==> config.mk <==
export PLATFORM = sky130hd
export DESIGN_NAME = hs_df
export DESIGN_NICKNAME = d
export VERILOG_FILES = /design/src/rtl/hs_df.sv
export SDC_FILE = /design/constraint.sdc
export NUM_CORES = 1
export LEC_CHECK = 0
export ABC_AREA = 1
export CORE_ASPECT_RATIO = 0.8
export CORE_UTILIZATION = 35
export CTS_CLUSTER_DIAMETER = 150
export DETAILED_ROUTE_END_ITERATION = 7
export PLACE_DENSITY = 0.69
export SLEW_MARGIN = 20
export SYNTH_ARGS = -nofsm -noshare
export SYNTH_HDL_FRONTEND = slang
export SYNTH_SLANG_ARGS = --single-unit
==> constraint.sdc <==
create_clock -name clk -period 1.15 [get_ports clk]
set_input_delay 0.23 -clock clk [delete_from_list [all_inputs] [get_ports clk]]
set_output_delay 0.23 -clock clk [all_outputs]
set_load 0.03 [all_outputs]
==> src/rtl/hs_df.sv <==
// ---------------------------------------------------------------------------
// hs_df -- one-bit half subtractor with registered outputs and statistics.
//
// Computes A - B as a difference bit and a borrow bit, both combinationally
// (usable with no clock at all), and also keeps registered copies plus two
// saturating counters: how many edges were sampled out of reset, and how
// many of those sampled a borrow.
//
// Parameters
//   CNT_W       width of both statistics counters (2..32)
//
// Ports (declaration order keeps Diff, Borrow, A, B first so a positional
// four-port hookup still binds the combinational subtractor)
//   Diff        out  A XOR B, combinational
//   Borrow      out  (NOT A) AND B, combinational
//   A           in   minuend bit
//   B           in   subtrahend bit
//   clk         in   rising-edge clock for all state
//   rst_n       in   synchronous active-low reset
//   Diff_q      out  Diff sampled on clk (one cycle latency)
//   Borrow_q    out  Borrow sampled on clk (one cycle latency)
//   borrow_cnt  out  saturating count of edges sampled with Borrow=1
//   sample_cnt  out  saturating count of edges sampled out of reset
// ---------------------------------------------------------------------------
module hs_df #(
  parameter int CNT_W = 8
) (
  output logic             Diff,
  output logic             Borrow,
  input  logic             A,
  input  logic             B,
  input  logic             clk,
  input  logic             rst_n,
  output logic             Diff_q,
  output logic             Borrow_q,
  output logic [CNT_W-1:0] borrow_cnt,
  output logic [CNT_W-1:0] sample_cnt
);

  localparam logic [CNT_W-1:0] CNT_MAX = '1;

  // Pure gate function: no dependence on clk or rst_n, so it stays valid
  // during reset and with the clock stopped.
  assign Diff   = A ^ B;
  assign Borrow = ~A & B;

  // The reset branch sits inside the clocked block with rst_n absent from the
  // sensitivity list, so dropping rst_n between edges changes nothing until
  // the next rising edge.
  always_ff @(posedge clk) begin
    if (!rst_n) begin
      // NOTE: non-blocking assignments keep every register sampling the
      // pre-edge values, so ordering inside this block does not matter.
      Diff_q     <= 1'b0;
      Borrow_q   <= 1'b0;
      borrow_cnt <= '0;
      sample_cnt <= '0;
    end else begin
      Diff_q   <= Diff;
      Borrow_q <= Borrow;
      // Both counters stop at all-ones instead of wrapping. borrow_cnt can
      // only advance on an edge where sample_cnt also advances or is already
      // saturated, so borrow_cnt <= sample_cnt holds at all times.
      if (sample_cnt != CNT_MAX) begin
        sample_cnt <= sample_cnt + 1'b1;
      end
      if (Borrow && (borrow_cnt != CNT_MAX)) begin
        borrow_cnt <= borrow_cnt + 1'b1;
      end
    end
  end

endmodule

-- Word level (Yosys, flattened, before mapping)
Cells that the tools add are included.
- flip-flop bits (word level): 18
- output and inout bits: 20
- logic and storage cells: 12
- add/subtract/negate cells: 2
- equal/unequal tests: 2
- bitwise operators: 3
- reduce and logical (&&, ||, !) cells: 1
- operators by type and width (cell ; number):
    adder 8 x 1 -> 8 bit (second input constant) ; 2
    inequality test 8 bit (second input constant) ; 2
    bitwise AND 1 bit ; 1
    logical AND 1 bit ; 1
    NOT 1 bit ; 1
    bitwise XOR 1 bit ; 1

-- Logic depth before layout (Yosys ltp)
- word-level depth: 3
- depth in mapped cells: 9
- depth with buffers taken out: 8

-- Least setup slack after synthesis
OpenSTA, ideal clock, no wires.
- kind: register to register
- from: register borrow_cnt[0]
- to: register borrow_cnt[0]
- arrival time: 1.302 ns
- data required time: 1.034 ns
- slack: -0.268 ns
- stages on the path, launching flop included: 7
- path buffers: 0
- clock period less this slack: 1.418 ns
- path through: dfxtp_1 > ha_1 > nand2_1 > nor2_2 > nand2_4 > a21oi_1 > nor2_1
- longest elaborated chain between the ends: 2
- ends and longest elaborated chain (item ; RTL line ; source):
    from (decl) ; 36 ; output logic [CNT_W-1:0] borrow_cnt,
    from (signal assigned) ; 68 ; borrow_cnt <= borrow_cnt + 1'b1;
    parallel branches: the longest is 2 deep, another holds adder 8 x 1 -> 8 bit ; n/a ;
Parallel ways; which one is timed is not known.
A chain may end at the register's enable or synchronous reset.

-- Final worst setup path
- from: register borrow_cnt[0]
- to: output borrow_cnt[0]
No word-level cell between the ends.

==> metrics.yaml <==
hold_path:
  hold_end: "Diff_q"
  min_path_type: "input pin to register"
  hold_path_depth: 3
  min_from: "B"
route:
  ant_nets: 0
  drtIter0Drc: 38
  via_count: 966
  drt-pass1-iter-count: 4
  post_drt_wl_per_cell_um: 10.6
  wirelength_um: 2220
  drc: 0
  via_per_inst: 4.60
global_routing:
  grt_pass1_vias: 915
  antenna_found_initial: 0
  grt-ovfl-total: 0
  grt_pass1_wl_um: 3890
  grt_usage: 0.171
  grt_max_degree: 10
timing:
  slew_headroom: 0.862
  hold_slack_ps: 348
  max_freq_mhz: 867
  rsz0062_at_grt: "true"
  timing.final.ws_setup_ps: -3.63
  worstMarginPinSlew_ps: 207
  fin_crit_ps: 1150
  fin_tns_setup_ps: -3.63
  finalCritPeriodShare: 1.00
  finalClockSkew_ps: 0.488
  slew_violations: 0
  finalHoldViolations: 0
  setup_viol_count_final: 1
placement:
  gp_congestion: 0.774
  placed_area_mm2: 0.00129
  detailed_place_hpwl_um: 1620
  io_buffers: 23
setup_path:
  reg2reg_depth: 7
  r2r_slack_ps: -4
  required_ps: 920
  arrival_ps: 920
  path_max_fanout: 4
  critPathKind: "register to primary output"
  worst_r2r_endpoint: "borrow_cnt[0]"
  r2r_start: "borrow_cnt[1]"
  cp-start-kind: "register"
  cp-end-kind: "primary output"
die:
  dieWidth_um: 59.9
  io_pins: 24
  core_mm2: 0.00250
  start_util: 0.375
  rows: 16
  dieHeight_um: 48.3
  die-area_mm2: 0.00290
cts:
  cts_tree: "built"
  clockBufferDepth: 2
  hold_buffers: 0
  root_buffer: "clkbuf_4"
  cts_max_level: 1
  clk_pin_slew_worst_paths_ps: 110
  clk_latency_ps: 290
  cts.sinks: 18
  cts_buffers: 3
synthesis:
  synth.most_common_cell: "nand2_1"
  syn-cell-area_um2: 940
  syn_nets: 145
  synth_top_cell_by_area: "dfxtp_1"
  yosysUniqueCellTypes: 22
  synth_area_leaders: "dfxtp_1 (38%), nand2_1 (12%), nor2_1 (8.0%), nand3_1 (7.5%), inv_1 (6.8%)"
  synth_common_cells: "nand2_1 (31), nor2_1 (20), dfxtp_1 (18)"
  ys_seq_elements: 18
  synth_edf_count: 0
  synth.top_cell.area_share: 0.383
  synth-main-ff-cell: "dfxtp_1"
  syn_area_per_cell_um2: 6.81
  async_reset_ff_frac: 0
  yosysWarnings: 0
  syn_inst: 138
  seq_area_frac_synth: 0.383
power_and_ir_drop:
  power_density_mw_per_mm2: 853
  p_leak_nw: 0.649
  ir_drop_mv: 0.714
layout:
  antennaDiodeCount: 0
  final_cell_area_mm2: 0.00142
  layout.nets: 183
  area_growth_pct: 51.5
  drive_above_1_share: 0.454
  utilization: 0.569
  fill_cells: 247
status:
  violations: "negative setup slack"
  outcome: "finished with violations"
job:
  drv_cap: 0
==> cells by family after synthesis <==
kind of cell	Yosys count	synth area share
buffers and inverters	24	0.108
AND/OR/NAND/NOR	77	0.378
adder cells (fa/ha/maj)	3	0.0400
AO/OA/AOI/OAI	16	0.0905
flip-flops	18	0.383
==> placed cells by master, fill, tap and decap left out, drive strengths merged <==
master,netlist,final
inv,20,20
nand4,1,1
clkbuf,0,3
dlygate4sd2,0,1
nor3,1,1
a31oi,2,2
clkinv,2,2
a21oi,8,8
clkdlybuf4s15,0,1
nor2,25,25
nand3b,1,1
nand3,14,14
dfxtp,18,18
nand2,35,36
buf,2,31
ha,3,3
o21ai,5,5
a21o,1,1
clkdlybuf4s50,0,1
==> state kept, by name (all words and copies together) (netlist names) <==
signal      flops
sample_cnt      8
Borrow_q        1
Diff_q          1
borrow_cnt      8
==> area by class of cell <==
class | instances | area (um2) | share of cell area
clock buffer | 3 | 22.5 | 0.0158
multi-input combinational | 97 | 592 | 0.416
inverter | 22 | 85.1 | 0.0598
timing repair buffer | 34 | 288 | 0.202
tap | 36 | 45.0 | 0.0316
sequential | 18 | 392 | 0.275
==> worst max-delay path, stage by stage, from the launching register on <==
cell     delay [ps]
dfxtp_4         370
buf_6           130
buf_6           130
==> how the worst max path moves through the flow <==
stage                             start       endpoint  slack, ps  cells after the start
after global routing      borrow_cnt[1]  borrow_cnt[0]        -80                      7
after global placement                B  borrow_cnt[7]       -290                      8
after CTS                 borrow_cnt[0]  borrow_cnt[0]        -10                      2
after detailed placement              B  borrow_cnt[7]       -340                      8
final                     borrow_cnt[0]  borrow_cnt[0]         -4                      2
after floorplan           borrow_cnt[0]  borrow_cnt[4]        0.2                      6
==> layer usage <==
metal,up-vias,share of wire,wire [um],track usage
li1,510,-,-,-
met2,28,0.49,1100,0.298
met4,0,0.0018,4,0.0271
met3,2,0.061,136,0.0508
met5,-,0,0,0
met1,426,0.44,982,0.206
==> where the power goes <==
part | switching, mW | internal, mW
Clock | 0.201 | 0.122
Sequential | 0.0211 | 0.638
Combinational | 0.118 | 0.114
Total | 0.340 | 0.874
==> timing repair <==
| action | CTS | global route |
|---|---|---|
| buffers inserted | 1 | 3 |
| setup endpoints to repair | 13 | 21 |
| resized for setup | 12 | 12 |
| pin swaps | 1 | 2 |
| hold endpoints to repair | 0 | 0 |
| cloned | 1 | 0 |
==> through the flow <==
stage,std cells,worst slack (ps),total power [mW]
floorplan,138,0.232,0.794
global placement,202,-290,0.869
detailed placement,202,-338,0.872
CTS,207,-9.66,1.20
global route,210,-75.5,1.27
finish,210,-3.63,1.21
Power figures use the tool's default switching activity.
